## src/rtl/ex_flag_stage.sv

```systemverilog
// ex_flag_stage: EX/MEM pipeline register plus architectural {Z,V,N} flag register and branch resolve.
// Define FLAG_FWD_EN to evaluate branch_taken on next-state flags instead of the registered flags.
module ex_flag_stage (
  input  logic        clk,
  input  logic        rst_n,
  input  logic        stall,
  input  logic        flush,
  input  logic        ex_valid,
  input  logic [3:0]  ex_opcode,
  input  logic [15:0] alu_out,
  input  logic [2:0]  alu_flags,
  input  logic [3:0]  ex_rd,
  input  logic        ex_regwrite,
  input  logic        ex_memread,
  input  logic        ex_memwrite,
  input  logic [15:0] ex_store_data,
  input  logic        id_branch,
  input  logic [2:0]  id_ccc,
  output logic        mem_valid,
  output logic        mem_regwrite,
  output logic        mem_memread,
  output logic        mem_memwrite,
  output logic [15:0] mem_alu_result,
  output logic [15:0] mem_store_data,
  output logic [3:0]  mem_rd,
  output logic [2:0]  flags,
  output logic        branch_taken
);
  logic       accept, upd, upd_all, upd_z, z, v, n, cond;
  logic [2:0] flags_nxt, f;
  always_comb begin
    accept    = !stall && !flush;
    upd       = accept && ex_valid && !ex_opcode[3];
    upd_all   = upd && (ex_opcode[2:1] == 2'b00);
    upd_z     = upd && (ex_opcode[2:0] == 3'd2 || ex_opcode[2:0] == 3'd4 ||
                        ex_opcode[2:0] == 3'd5 || ex_opcode[2:0] == 3'd6);
    flags_nxt = upd_all ? alu_flags : upd_z ? {alu_flags[2], flags[1:0]} : flags;
`ifdef FLAG_FWD_EN
    f = flags_nxt;
`else
    f = flags;
`endif
    {z, v, n} = f;
    cond = id_ccc == 3'd0 ? !z :
           id_ccc == 3'd1 ? z :
           id_ccc == 3'd2 ? !z && !n :
           id_ccc == 3'd3 ? n :
           id_ccc == 3'd4 ? z || !n :
           id_ccc == 3'd5 ? n || z :
           id_ccc == 3'd6 ? v : 1'b1;
    branch_taken = id_branch && cond;
  end
  always_ff @(posedge clk or negedge rst_n) begin
    if (!rst_n) begin
      mem_valid      <= 1'b0;
      mem_regwrite   <= 1'b0;
      mem_memread    <= 1'b0;
      mem_memwrite   <= 1'b0;
      mem_alu_result <= '0;
      mem_store_data <= '0;
      mem_rd         <= '0;
      flags          <= '0;
    end else begin
      if (flush) begin
        mem_valid    <= 1'b0;
        mem_regwrite <= 1'b0;
        mem_memread  <= 1'b0;
        mem_memwrite <= 1'b0;
      end else if (!stall) begin
        mem_valid      <= ex_valid;
        mem_regwrite   <= ex_regwrite;
        mem_memread    <= ex_memread;
        mem_memwrite   <= ex_memwrite;
        mem_alu_result <= alu_out;
        mem_store_data <= ex_store_data;
        mem_rd         <= ex_rd;
      end
      flags <= flags_nxt;
    end
  end
endmodule

```

## config.mk

```make
export PLATFORM = sky130hd
export DESIGN_NAME = ex_flag_stage
export DESIGN_NICKNAME = d
export VERILOG_FILES = /design/src/rtl/ex_flag_stage.sv
export SDC_FILE = /design/constraint.sdc
export NUM_CORES = 1
export LEC_CHECK = 0
export ABC_CLOCK_PERIOD_IN_PS = 1360
export CAP_MARGIN = 15
export CELL_PAD_IN_SITES_DETAIL_PLACEMENT = 1
export CELL_PAD_IN_SITES_GLOBAL_PLACEMENT = 1
export CORE_MARGIN = 3
export CORE_UTILIZATION = 30
export CTS_CLUSTER_DIAMETER = 50
export CTS_CLUSTER_SIZE = 24
export DETAILED_ROUTE_END_ITERATION = 16
export GPL_ROUTABILITY_DRIVEN = 0
export MAX_ROUTING_LAYER = met4
export PLACE_DENSITY_LB_ADDON = 0.1
export SYNTH_ARGS = -nofsm -noshare
export SYNTH_HDL_FRONTEND = slang
export SYNTH_SLANG_ARGS = --single-unit
export TNS_END_PERCENT = 30
```

## constraint.sdc

```tcl
create_clock -name clk -period 1.36 [get_ports clk]
set_input_delay 0.408 -clock clk [delete_from_list [all_inputs] [get_ports clk]]
set_output_delay 0.408 -clock clk [all_outputs]
set_load 0.03 [all_outputs]
```

-- After elaboration in Yosys (flattened, before gate mapping)
Index checks and enable logic that the tools add are counted.
- register bits: 43
- input port bits: 55
- word-level logic and storage cells: 60
- equality and inequality tests: 11
- muxes and demuxes: 17
- bitwise operators: 2
- reductions and logical operators: 21
- operators with widths (kind ; number):
    3-bit equality test (second input constant) ; 6
    1-bit 2-to-1 mux ; 15
    3-bit by 2-bit equality test with 1-bit output (second input constant) ; 3
    1-bit logical AND ; 7
    3-bit 2-to-1 mux ; 2
    1-bit zero test ; 5
    1-bit logical OR ; 5
    3-bit by 1-bit equality test with 1-bit output (second input constant) ; 1
    3-bit zero test ; 1
    2-bit zero test ; 1
    2-bit by 1-bit != test with 1-bit output (second input constant) ; 1
    1-bit inverter ; 2
    2-bit AND reduction ; 1
    2-bit nonzero test ; 1

-- Logic depth before layout (Yosys ltp)
Gate-level depths: netlist of the first run.
- word-level depth: 9
- depth in mapped cells: 5
- depth with buffers taken out: 3

-- Worst setup path before layout of the first run
OpenSTA, ideal clock, no wires.
- kind: reg-to-output
- start point: reg flags[2]
- end point: out branch_taken
- data arrival time: 1311 ps
- required time: 952 ps
- setup slack: -359 ps
- stages on the path, launching flop included: 4
- path buffers: 0
- cells stage by stage: dfrtp_1 -> nand4bb_1 -> nand4b_1 -> o22ai_1
- cells in the longest elaborated chain, start to end: 8
- elaborated cells on any way between the ends: 11
- ends and longest elaborated chain (item ; line ; text):
    start, declared ; 26 ; output logic [2:0] flags,
    start signal, assigned ; 78 ; flags <= flags_nxt;
    1-bit logical OR ; 49 ; id_ccc == 3'd5 ? n || z :
    1-bit 2-to-1 mux ; 49 ;
    1-bit 2-to-1 mux ; 48 ; id_ccc == 3'd4 ? z || !n :
    1-bit 2-to-1 mux ; 47 ; id_ccc == 3'd3 ? n :
    1-bit 2-to-1 mux ; 46 ; id_ccc == 3'd2 ? !z && !n :
    1-bit 2-to-1 mux ; 45 ; id_ccc == 3'd1 ? z :
    1-bit 2-to-1 mux (*) ; 44 ; cond = id_ccc == 3'd0 ? !z :
    1-bit logical AND (*) ; 51 ; branch_taken = id_branch && cond;
    end, declared ; 27 ; output logic branch_taken
Every way passes the cells marked *; elsewhere a longest branch is shown, timed or not.

-- Final worst setup path of the first run
Ends and elaborated chain as after synthesis.

==> out/qor_table.md, run 1 <==
| Quantity | This run |
|:---|:---|
| Result of the run | finished, violations left |
| Violated checks | negative setup slack |
| Final Worst Setup Slack | -0.419 ns |
| Area enclosed by the die boundary | 0.00705 mm² |
| Number of sinks on the clock net | 43 |
| Total CTS buffers | 5 |
| Number of standard cells in the final layout excluding fillers | 296 |
| Per-cell via count in the routed design | 4.52 |
| Mapped Nets | 164 |
| Critical Path RT | 0.95 ns |
| Chip Width | 84.0 µm |
| Clk root buf | clkbuf_8 |
| Reg clk slew, reported paths | 0.08 ns |
| Tcrit/Tclk final | 1.31 |
| Netlist area before placement | 0.00182 mm² |
| Wire length per cell after detailed routing | 16.4 µm |
| Origin of the worst setup path | flags[2]$_DFFE_PN0P_ |
| Final-report max-slew violation count | 0 |
| Number of violations of the max-capacitance limit | 0 |
| Vias in the first global route | 1603 |
| Area growth from synthesis to layout | 67.7% |
| Critical Path Max Stage Delay | 0.45 ns |
| Total I/O pin count | 99 |
| Maximum number of pins on one net before global-route repair | 44 |
| DRT iter0 DRCs | 28 |
| Height of the die | 84.0 µm |
| Synthesized flop and latch total | 43 |
| Reg-to-reg startpoint | flags[2]$_DFFE_PN0P_ |
| Maximum fanout along the worst path | 5 |
| Final worst clock skew | 0 ns |
| Flip-flop cell with the highest count after synthesis | dfrtp_1 |
| Starting utilization of the core area | 0.321 |
| Number of instances in the placed design | 284 |
| Worst Max-Slew Pin Slew | 0.335 ns |
| Area of all placed cells without fillers | 0.00306 mm² |
| Crit start category | flop |
| Relative slew slack | 0.776 |
| Leakage power summed over all cells | 1.42 nW |
| Deepest level of the CTS H-tree | 2 |
| Class of the tightest hold or removal check | primary input to asynchronous set/reset pin |
| Proportion of synthesized chip area in sequential cells | 0.590 |
| Total power per unit cell area | 1240 mW/mm² |
| Wire length reported by the detailed router | 4860 µm |
| RSZ-0062 raised after global routing | true |
| Gr ovfl total | 0 |
| Slack of the worst reg-to-reg path | 0.40 ns |
| Mean area per synthesized cell | 16.7 µm² |
| Layout cells sized above 1 | 0.509 |
| Antenna cells | 0 |
| Max Clock Freq | 562 MHz |
| Max Buffers Root-to-Sink | 2 |
| Core region area | 0.00568 mm² |
| Post-DRT Antenna Nets | 0 |
| Placed wire-length estimate after detailed placement | 3750 µm |
| Count of synthesis-stage warnings from yosys | 0 |
| Global-route wire length before repair | 8070 µm |
| Crit path arrival time | 1.37 ns |
| DRC Markers | 0 |
| Endpoint kind of the worst setup timing path | primary output |
| Std-Cell Rows | 27 |
| Worst R2R End | flags[2]$_DFFE_PN0P_ |
| Clock period minus worst slack | 1.78 ns |
| Placed Area | 0.00288 mm² |
| Cells along the critical path | o311ai_2 -> o22ai_4 -> buf_6 |
| Highest ir drop seen on vdd | 0.562 mV |
| Initial antenna violation count | 0 |
| NumNets Final | 278 |
| All-Layer GR Usage | 0.148 |
| Finish-stage setup viols | 3 |
| Overall via count from detail_route | 1337 |
| Fraction of registers with async set or reset after synthesis | 1.00 |
| Clock network latency to the later pin of the worst-skew pair | 0.29 ns |
| Cells after Synth | 109 |
| Number of synthesized flops with an enable pin | 0 |
| Count of unique library cells instantiated by Yosys | 19 |
| Port Buf Inserts | 98 |
| Critical Path Slowest Stage Cell | dfrtp_2 |
| TritonCTS clock tree | built |
| Critical Setup Path Class | flop to primary output |
| Count of cells along the worst register-to-register path | 2 |
| Total iterations of the first detailed-routing run | 3 |
| Number of endpoints with negative hold slack in the final report | 0 |
## worst max-delay path by stage
stage | endpoint | slack [ns] | depth (start not counted)
5_1_grt | branch_taken | -0.49 | 4
6_report | branch_taken | -0.42 | 3
3_3_place_gp | branch_taken | -0.62 | 5
4_1_cts | branch_taken | -0.45 | 4
2_1_floorplan | branch_taken | -0.09 | 3
3_5_place_dp | branch_taken | -0.69 | 5
## flip-flops by register name, summed over array words and instances, names as in the netlist
name and flops:
mem_memread 1, mem_valid 1, flags 3, mem_memwrite 1, mem_regwrite 1, mem_rd 4
mem_store_data 16, mem_alu_result 16
## what timing repair did
action | in CTS | in global routing
resized for setup | 10 | 6
hold endpoints to repair | 0 | 0
endpoints found under the setup margin | 41 | 25
hold buffers | 0 | 0
buffers inserted | 2 | 1
gates cloned | 1 | 0
pin swaps | 3 | 3
## worst max-delay path, delay by kind of cell (launching register included)
kind,cells,cell delay [ns]
AOI/OAI and AO/OA,2,0.48
buffers and inverters,1,0.15
DFF,1,0.45
## placed cells by master (no fill, tap or decap)
| master | instances |
|---|---|
| mux2_4 | 23 |
| nand4b_1 | 2 |
| o211a_1 | 1 |
| mux2_2 | 16 |
| clkbuf_1 | 1 |
| nor2b_1 | 1 |
| nand2_1 | 2 |
| nor2_2 | 1 |
| clkdlybuf4s15_1 | 1 |
| buf_4 | 48 |
| nor2_4 | 1 |
| buf_16 | 1 |
| buf_2 | 1 |
| o311ai_2 | 1 |
| nor2_1 | 4 |
| clkdlybuf4s50_1 | 47 |
| mux2i_1 | 4 |
| clkbuf_2 | 1 |
| dfrtp_2 | 2 |
| dlygate4sd2_1 | 4 |
| nand2b_1 | 1 |
| o22ai_4 | 1 |
| nand4b_4 | 1 |
| a211oi_2 | 1 |
| clkbuf_8 | 7 |
| buf_6 | 4 |
| nand4bb_1 | 1 |
| buf_12 | 5 |
| dfrtp_1 | 41 |
## cell type report
| cell class | count | area, µm² |
|---|---|---|
| multi-input cells | 61 | 729 |
| repair buffers | 112 | 1060 |
| clock buffers | 8 | 100 |
| fillers | 579 | 2620 |
| well taps | 72 | 90.1 |
| flip-flops and latches | 43 | 1080 |
## cells by family after synthesis
kind of cell	count (synthesis)	synth area share
compound gates	4	0.0178
flops	43	0.590
mux	43	0.308
simple gates	14	0.0563
buf+inv	5	0.0274
## synthesized netlist by cell type, types with 2 or more instances
library cell	count	share of area
nor2_1	5	0.010
mux2i_1	4	0.022
mux2_4	22	0.18
dfrtp_1	43	0.59
nand4b_1	2	0.0096
mux2_2	16	0.099
buf_6	4	0.025
nand2_1	2	0.0041
## where the power goes
group | total, mW | internal [mW] | switching [mW]
logic | 1.33 | 0.676 | 0.650
clock network | 0.863 | 0.463 | 0.400
registers | 1.59 | 1.46 | 0.127
total | 3.78 | 2.60 | 1.18
## layer usage
layer	share of wire	global-route usage
met2	0.54	0.267
met5	0	-
met3	0.052	0.0395
met1	0.40	0.160
met4	0.0082	0.0365
## per-stage QoR
stage               hold slack [ns]  TNS, ns  utilization  setup WS [ns]  power (mW)
CTS                          0.0933   -0.520        0.536         -0.449        3.82
finish                       0.0879   -0.534        0.539         -0.419        3.78
detailed placement            0.406   -16.32        0.508         -0.686        2.91
global route                 0.0957   -0.698        0.539         -0.492        3.98
floorplan                     0.112  -0.0877            -        -0.0877        2.29
global placement              0.400   -15.72        0.508         -0.622        2.87
Power figures use the tool's default switching activity.
==> inputs of run 2 (changes only) <==
--- a/config.mk
+++ b/config.mk
@@ -11,6 +11,7 @@
 export CELL_PAD_IN_SITES_GLOBAL_PLACEMENT = 1
 export CORE_MARGIN = 3
 export CORE_UTILIZATION = 30
+export CTS_BUF_LIST = sky130_fd_sc_hd__clkbuf_8 sky130_fd_sc_hd__clkbuf_16
 export CTS_CLUSTER_DIAMETER = 50
 export CTS_CLUSTER_SIZE = 24
 export DETAILED_ROUTE_END_ITERATION = 16
==> run 2 against run 1 <==
  * The run still ends with negative setup slack left
  * Largest power group unchanged
  * Critical path depth did not move
  * Combinational power barely moved
  * Sequential cell count did not move
  * Cell area did not move
  * Sequential share of layout area did not move
  * First-iteration DRC count did not move
  * Wire length did not move
==> out/qor_table.md, run 2 (synthesis results as in run 1) <==
| Quantity | This run | Change |
|:---|:---|:---|
| Slack of the worst reg-to-reg path | 0.40 ns | about the same |
| Area enclosed by the die boundary | 0.00705 mm² | unchanged |
| Placed wire-length estimate after detailed placement | 3750 µm | unchanged |
| Total power per unit cell area | 1230 mW/mm² | -0.18% |
| Per-cell via count in the routed design | 4.51 | about the same |
| Placed Area | 0.00288 mm² | unchanged |
| Worst R2R End | flags[2]$_DFFE_PN0P_ |  |
| Max Buffers Root-to-Sink | 2 | unchanged |
| Gr ovfl total | 0 | unchanged |
| Height of the die | 84.0 µm | unchanged |
| RSZ-0062 raised after global routing | true |  |
| Total I/O pin count | 99 | unchanged |
| Clk root buf | clkbuf_8 |  |
| Antenna cells | 0 | unchanged |
| Critical Path Max Stage Delay | 0.45 ns | about the same |
| Chip Width | 84.0 µm | unchanged |
| Starting utilization of the core area | 0.321 | unchanged |
| Violated checks | negative setup slack |  |
| Result of the run | finished, violations left |  |
| Wire length reported by the detailed router | 4860 µm | unchanged |
| Layout cells sized above 1 | 0.509 | unchanged |
| DRC Markers | 0 | unchanged |
| Total iterations of the first detailed-routing run | 3 | unchanged |
| Critical Path Slowest Stage Cell | dfrtp_2 |  |
| Largest registers in the final layout | mem_alu_result x16, mem_store_data x16, mem_rd x4 |  |
| Number of sinks on the clock net | 43 | unchanged |
| Endpoint kind of the worst setup timing path | primary output |  |
| Hold-fix buffer count after cts | 0 | unchanged |
| Deepest level of the CTS H-tree | 2 | unchanged |
| Fill cell instance count of the final layout | 579 | unchanged |
| Number of endpoints with negative hold slack in the final report | 0 | unchanged |
| Initial antenna violation count | 0 | unchanged |
| TritonCTS clock tree | built |  |
| Area growth from synthesis to layout | 67.7% | unchanged |
| Global-route wire length before repair | 8070 µm | unchanged |
| Number of violations of the max-capacitance limit | 0 | unchanged |
| Maximum number of pins on one net before global-route repair | 44 | unchanged |
| Reg clk slew, reported paths | 0.08 ns | about the same |
| Critical Path RT | 0.95 ns | about the same |
| Port Buf Inserts | 98 | unchanged |
| Critical Setup Path Class | flop to primary output |  |
| Multi-input combinational cell area | 729 µm² | unchanged |
| Relative slew slack | 0.776 | unchanged |
| Final Worst Setup Slack | -0.419 ns | unchanged |
| Post-DRT Antenna Nets | 0 | unchanged |
| Crit path arrival time | 1.37 ns | about the same |
| Wire length per cell after detailed routing | 16.4 µm | unchanged |
| Most frequent cells in the layout | buf_4, clkdlybuf4s50_1, dfrtp_1 |  |
| Total power | 3.77 mW | -0.18% |
| Class of the tightest hold or removal check | primary input to asynchronous set/reset pin |  |
| Final worst clock skew | 0 ns | unchanged |
| Final-report max-slew violation count | 0 | unchanged |
| Total CTS buffers | 5 | unchanged |
| Max Clock Freq | 562 MHz | unchanged |
| Clock network latency to the later pin of the worst-skew pair | 0.29 ns | about the same |
| All-Layer GR Usage | 0.148 | unchanged |
| Final Hold Slack | 0.0879 ns | -0.00000580 ns |
| Crit start category | flop |  |
| Cells along the critical path | o311ai_2 -> o22ai_4 -> buf_6 |  |
| Total negative slack | -0.534 ns | unchanged |
| Worst Max-Slew Pin Slew | 0.335 ns | unchanged |
| Tcrit/Tclk final | 1.31 | unchanged |
| Leakage power summed over all cells | 1.42 nW | +0.29% |
| Overall via count from detail_route | 1336 | -0.075% |
| Finish-stage setup viols | 3 | unchanged |
| DRT iter0 DRCs | 28 | unchanged |
| Most frequent standard cell in the layout excluding fill and tap cells | buf_4 |  |
| Area of all placed cells without fillers | 0.00306 mm² | unchanged |
| Maximum fanout along the worst path | 5 | unchanged |
| Storage element area | 0.00108 mm² | unchanged |
| Count of cells along the worst register-to-register path | 2 | unchanged |
| Vias in the first global route | 1603 | unchanged |
| Std-Cell Rows | 27 | unchanged |
| Clock period minus worst slack | 1.78 ns | unchanged |
| NumNets Final | 278 | unchanged |
| Highest ir drop seen on vdd | 0.562 mV | unchanged |
| Reg-to-reg startpoint | flags[2]$_DFFE_PN0P_ |  |
| Core region area | 0.00568 mm² | unchanged |
## run 2: cell count changes in the layout (fill, tap and decap cells not counted), sizes merged
cell	before	now
clkbuf	9	8
inv	0	1
## run 2: worst max path at each step
stage	from	endpoint	slack, ns	cells after the start
2_1_floorplan	flags[2]$_DFFE_PN0P_	branch_taken	-0.09	3
3_3_place_gp	id_ccc[1]	branch_taken	-0.62	5
3_5_place_dp	id_ccc[1]	branch_taken	-0.69	5
4_1_cts	flags[0]$_DFFE_PN0P_	branch_taken	-0.45	4
5_1_grt	flags[0]$_DFFE_PN0P_	branch_taken	-0.49	4
6_report	flags[2]$_DFFE_PN0P_	branch_taken	-0.42	3
## run 2: per-layer routing
layer  up-vias  track usage  part of all wire
li1        611            -                 -
met1       666        0.160              0.40
met2        55        0.267              0.54
met3         4       0.0395             0.052
met4         0       0.0365            0.0082
met5         -            -                 0
## run 2: report_power, final
group	leakage [nW]	internal, mW	switching, mW
clock network	0.0557	0.456	0.400
registers	0.511	1.46	0.127
logic	0.855	0.676	0.650
total	1.42	2.60	1.18
## run 2: what timing repair did
item | 4_1_cts | 5_1_grt
resized for setup | 10 | 6
setup endpoints to repair | 41 | 25
gates cloned | 1 | 0
endpoints found under the hold margin | 0 | 0
pin swaps | 3 | 3
setup buffers | 2 | 1
## run 2: final cells by class
cell class	instances	area share
clock inverters	1	0.00123
multi-input cells	61	0.239
clock buffers	7	0.0315
repair buffers	112	0.346
flip-flops and latches	43	0.353
well taps	72	0.0295
## run 2: stage by stage
| step | cells | setup WS [ns] | utilization |
|---|---|---|---|
| detailed placement | 284 | -0.686 | 0.508 |
| finish | 296 | -0.419 | 0.539 |
| CTS | 295 | -0.449 | 0.536 |
| global placement | 284 | -0.622 | 0.508 |
| floorplan | 109 | -0.0877 | - |
| global route | 296 | -0.492 | 0.539 |
## run 2: critical path, delay by kind of cell (launching register included)
kind / cells / cell delay [ns]
buffers and inverters: 1 / 0.15
DFF: 1 / 0.45
AOI/OAI and AO/OA: 2 / 0.48
==> inputs of run 3 (changes only) <==
==> config.mk (replaced) <==
export PLATFORM = sky130hd
export DESIGN_NAME = ex_flag_stage
export DESIGN_NICKNAME = d
export VERILOG_FILES = /design/src/rtl/ex_flag_stage.sv
export SDC_FILE = /design/constraint.sdc
export NUM_CORES = 1
export LEC_CHECK = 0
export ABC_CLOCK_PERIOD_IN_PS = 1360
export CAP_MARGIN = 15
export CORE_MARGIN = 3
export CORE_UTILIZATION = 39
export CTS_BUF_LIST = sky130_fd_sc_hd__clkbuf_8 sky130_fd_sc_hd__clkbuf_16
export CTS_CLUSTER_DIAMETER = 50
export CTS_CLUSTER_SIZE = 12
export DETAILED_ROUTE_END_ITERATION = 16
export GPL_ROUTABILITY_DRIVEN = 0
export HOLD_SLACK_MARGIN = 0.08
export MAX_ROUTING_LAYER = met4
export PLACE_DENSITY = 0.8
export SYNTH_ARGS = -nofsm -noshare
export SYNTH_HDL_FRONTEND = slang
export SYNTH_SLANG_ARGS = --single-unit
export TNS_END_PERCENT = 30
==> run 3 against run 2 <==
  * The flow still finishes with violations (negative setup slack)
  * Power up 2.5%
  * Sequential power about the same
  * Die area shrank 22%
  * Critical path depth rose by 1
  * Global-route usage is 3.6 points higher
  * Core utilization increased by 15 points
  * Register-to-register slack better by 0.08 ns
  * Clock power grew 14%
  * Maximum frequency up 2.1%
  * Combinational power is essentially flat
  * Critical endpoint unchanged
==> out/qor_table.md, run 3 (synthesis results as in run 1) <==
| Quantity | This run | Change |
|:---|:---|:---|
| Reg clk slew, reported paths | 0.08 ns | about the same |
| Final standard cell utilization of the core | 0.684 | +0.146 |
| Cell depth of the worst min-delay path | 2 |  |
| Clock period minus worst slack | 1.74 ns | -0.0362 ns |
| Number of standard cells in the final layout excluding fillers | 275 | -7.1% |
| Antenna cells | 0 | unchanged |
| Crit path arrival time | 1.33 ns | -0.04 ns |
| Most frequent standard cell in the layout excluding fill and tap cells | clkdlybuf4s50_1 |  |
| Port Buf Inserts | 98 | unchanged |
| Wire length per cell after detailed routing | 17.1 µm | +4.4% |
| Overall via count from detail_route | 1307 | -2.2% |
| Total I/O pin count | 99 | unchanged |
| RSZ-0062 raised after global routing | true |  |
| Number of violations of the max-capacitance limit | 0 | unchanged |
| Relative slew slack | 0.791 | +0.0149 |
| Worst Max-Slew Pin Slew | 0.313 ns | -0.0218 ns |
| Endpoint of the worst hold path | mem_valid$_DFFE_PN0P_ |  |
| Number of sinks on the clock net | 43 | unchanged |
| Number of endpoints with negative hold slack in the final report | 0 | unchanged |
| Endpoint kind of the worst setup timing path | primary output |  |
| Critical Path RT | 0.95 ns | about the same |
| Highest ir drop seen on vdd | 0.720 mV | +28% |
| TritonCTS clock tree | built |  |
| Initial antenna violation count | 0 | unchanged |
| Violated checks | negative setup slack |  |
| Startpoint of the tightest hold check path | flush |  |
| Most frequent cells in the layout | clkdlybuf4s50_1, buf_4, dfrtp_1 |  |
| Max Clock Freq | 574 MHz | +2.1% |
| Total CTS buffers | 5 | unchanged |
| Final-report max-slew violation count | 0 | unchanged |
| Critical Path Slowest Stage Cell | dfrtp_2 |  |
| Starting utilization of the core area | 0.410 | +0.0890 |
| Gr ovfl total | 0 | unchanged |
| Chip Width | 74.4 µm | -11% |
| Clock network latency to the later pin of the worst-skew pair | 0.29 ns | about the same |
| Reg-to-reg startpoint | flags[1]$_DFFE_PN0P_ |  |
| Total iterations of the first detailed-routing run | 2 | -1 |
| Total power per unit cell area | 1270 mW/mm² | +3.0% |
| Origin of the worst setup path | flags[2]$_DFFE_PN0P_ |  |
| NumNets Final | 277 | -0.36% |
| Leakage power summed over all cells | 1.42 nW | -0.13% |
| Maximum number of pins on one net before global-route repair | 25 | -43% |
| Largest registers in the final layout | mem_alu_result x16, mem_store_data x16, mem_rd x4 |  |
| Global-route wire length before repair | 7330 µm | -9.2% |
| Storage element area | 0.00108 mm² | unchanged |
| Worst R2R End | flags[1]$_DFFE_PN0P_ |  |
| All-Layer GR Usage | 0.184 | +0.0363 |
| Number of instances in the placed design | 262 | -7.7% |
| DRT iter0 DRCs | 40 | +43% |
| Vias in the first global route | 1487 | -7.2% |
| DRC Markers | 0 | unchanged |
| Critical Path Max Stage Delay | 0.45 ns | about the same |
| Maximum fanout along the worst path | 6 | +1 |
| Critical Setup Path Class | flop to primary output |  |
| Total negative slack | -0.382 ns | +0.152 ns |
| Count of cells along the worst register-to-register path | 2 | unchanged |
| Finish-stage setup viols | 1 | -2 |
| Crit start category | flop |  |
| Std-Cell Rows | 24 | -11% |
| Height of the die | 74.4 µm | -11% |
| Cells along the critical path | nor2b_1 -> a211oi_2 -> o22ai_4 -> buf_6 |  |
| Slack of the worst reg-to-reg path | 0.48 ns | +0.08 ns |
| Final worst clock skew | 0 ns | unchanged |
| Area enclosed by the die boundary | 0.00553 mm² | -22% |
| Max Buffers Root-to-Sink | 2 | unchanged |
| Multi-input combinational cell area | 723 µm² | -0.86% |
| Deepest level of the CTS H-tree | 2 | unchanged |
| Area growth from synthesis to layout | 66.8% |  |
| Wire length reported by the detailed router | 4720 µm | -3.0% |
| Core region area | 0.00444 mm² | -22% |
| Result of the run | finished, violations left |  |
| Per-cell via count in the routed design | 4.75 | +5.3% |
| Post-DRT Antenna Nets | 0 | unchanged |
| Clk root buf | clkbuf_8 |  |
| Final Worst Setup Slack | -0.382 ns | +0.0362 ns |
| Placed wire-length estimate after detailed placement | 3600 µm | -3.9% |
| Fill cell instance count of the final layout | 333 | -42% |
| Tcrit/Tclk final | 1.28 | -0.0266 |
| Class of the tightest hold or removal check | primary input to flop |  |
| Layout cells sized above 1 | 0.498 | -0.0112 |
==> run 3: repair_timing <==
action / CTS / global route
pin swaps: 3 / 2
gates resized for setup: 11 / 3
endpoints found under the hold margin: 11 / 0
hold buffers: 1 / 0
cloned: 1 / 0
buffers inserted: 3 / 0
setup endpoints to repair: 41 / 17
==> run 3: final cells by class <==
type	instances	area share
multi-input cells	61	0.238
clock buffers	5	0.0226
well taps	52	0.0214
repair buffers	111	0.349
clock inverters	3	0.0144
flip-flops and latches	43	0.355
==> run 3: stage by stage <==
stage	hold slack (ns)	setup slack, ns	cell area (µm²)	power (mW)
after global routing	0.377	-0.486	3040	4.06
after global placement	0.311	-0.636	2830	2.84
after CTS	0.516	-0.416	3040	3.92
after detailed placement	0.318	-0.678	2830	2.89
after floorplan	0.112	-0.0877	1850	2.29
final	0.380	-0.382	3040	3.87
==> run 3: worst max-delay path by stage <==
| stage | cells after the start | endpoint |
|---|---|---|
| 6_report | 4 | branch_taken |
| 5_1_grt | 4 | branch_taken |
| 4_1_cts | 4 | branch_taken |
| 3_5_place_dp | 5 | branch_taken |
| 3_3_place_gp | 5 | branch_taken |
| 2_1_floorplan | 3 | branch_taken |
==> run 3: power breakdown <==
part	switching [mW]	total (mW)	internal, mW
Combinational	0.642	1.30	0.662
Clock	0.425	0.972	0.546
Sequential	0.128	1.59	1.46
Total	1.20	3.87	2.67
==> run 3: worst max-delay path, delay by kind of cell, from the launching register on <==
| family | cells | cell delay, ns |
|---|---|---|
| buffers and inverters | 1 | 0.15 |
| DFF | 1 | 0.45 |
| and+or+nand+nor | 1 | 0.15 |
| AOI/OAI and AO/OA | 2 | 0.30 |
==> run 3: metal layers <==
layer	share of wire	wire, µm	vias to the layer above	track usage
met4	0.011	51	0	0.0494
met2	0.53	2500	58	0.311
li1	-	-	610	-
met5	0	0	-	-
met1	0.39	1860	633	0.222
met3	0.064	304	6	0.0405
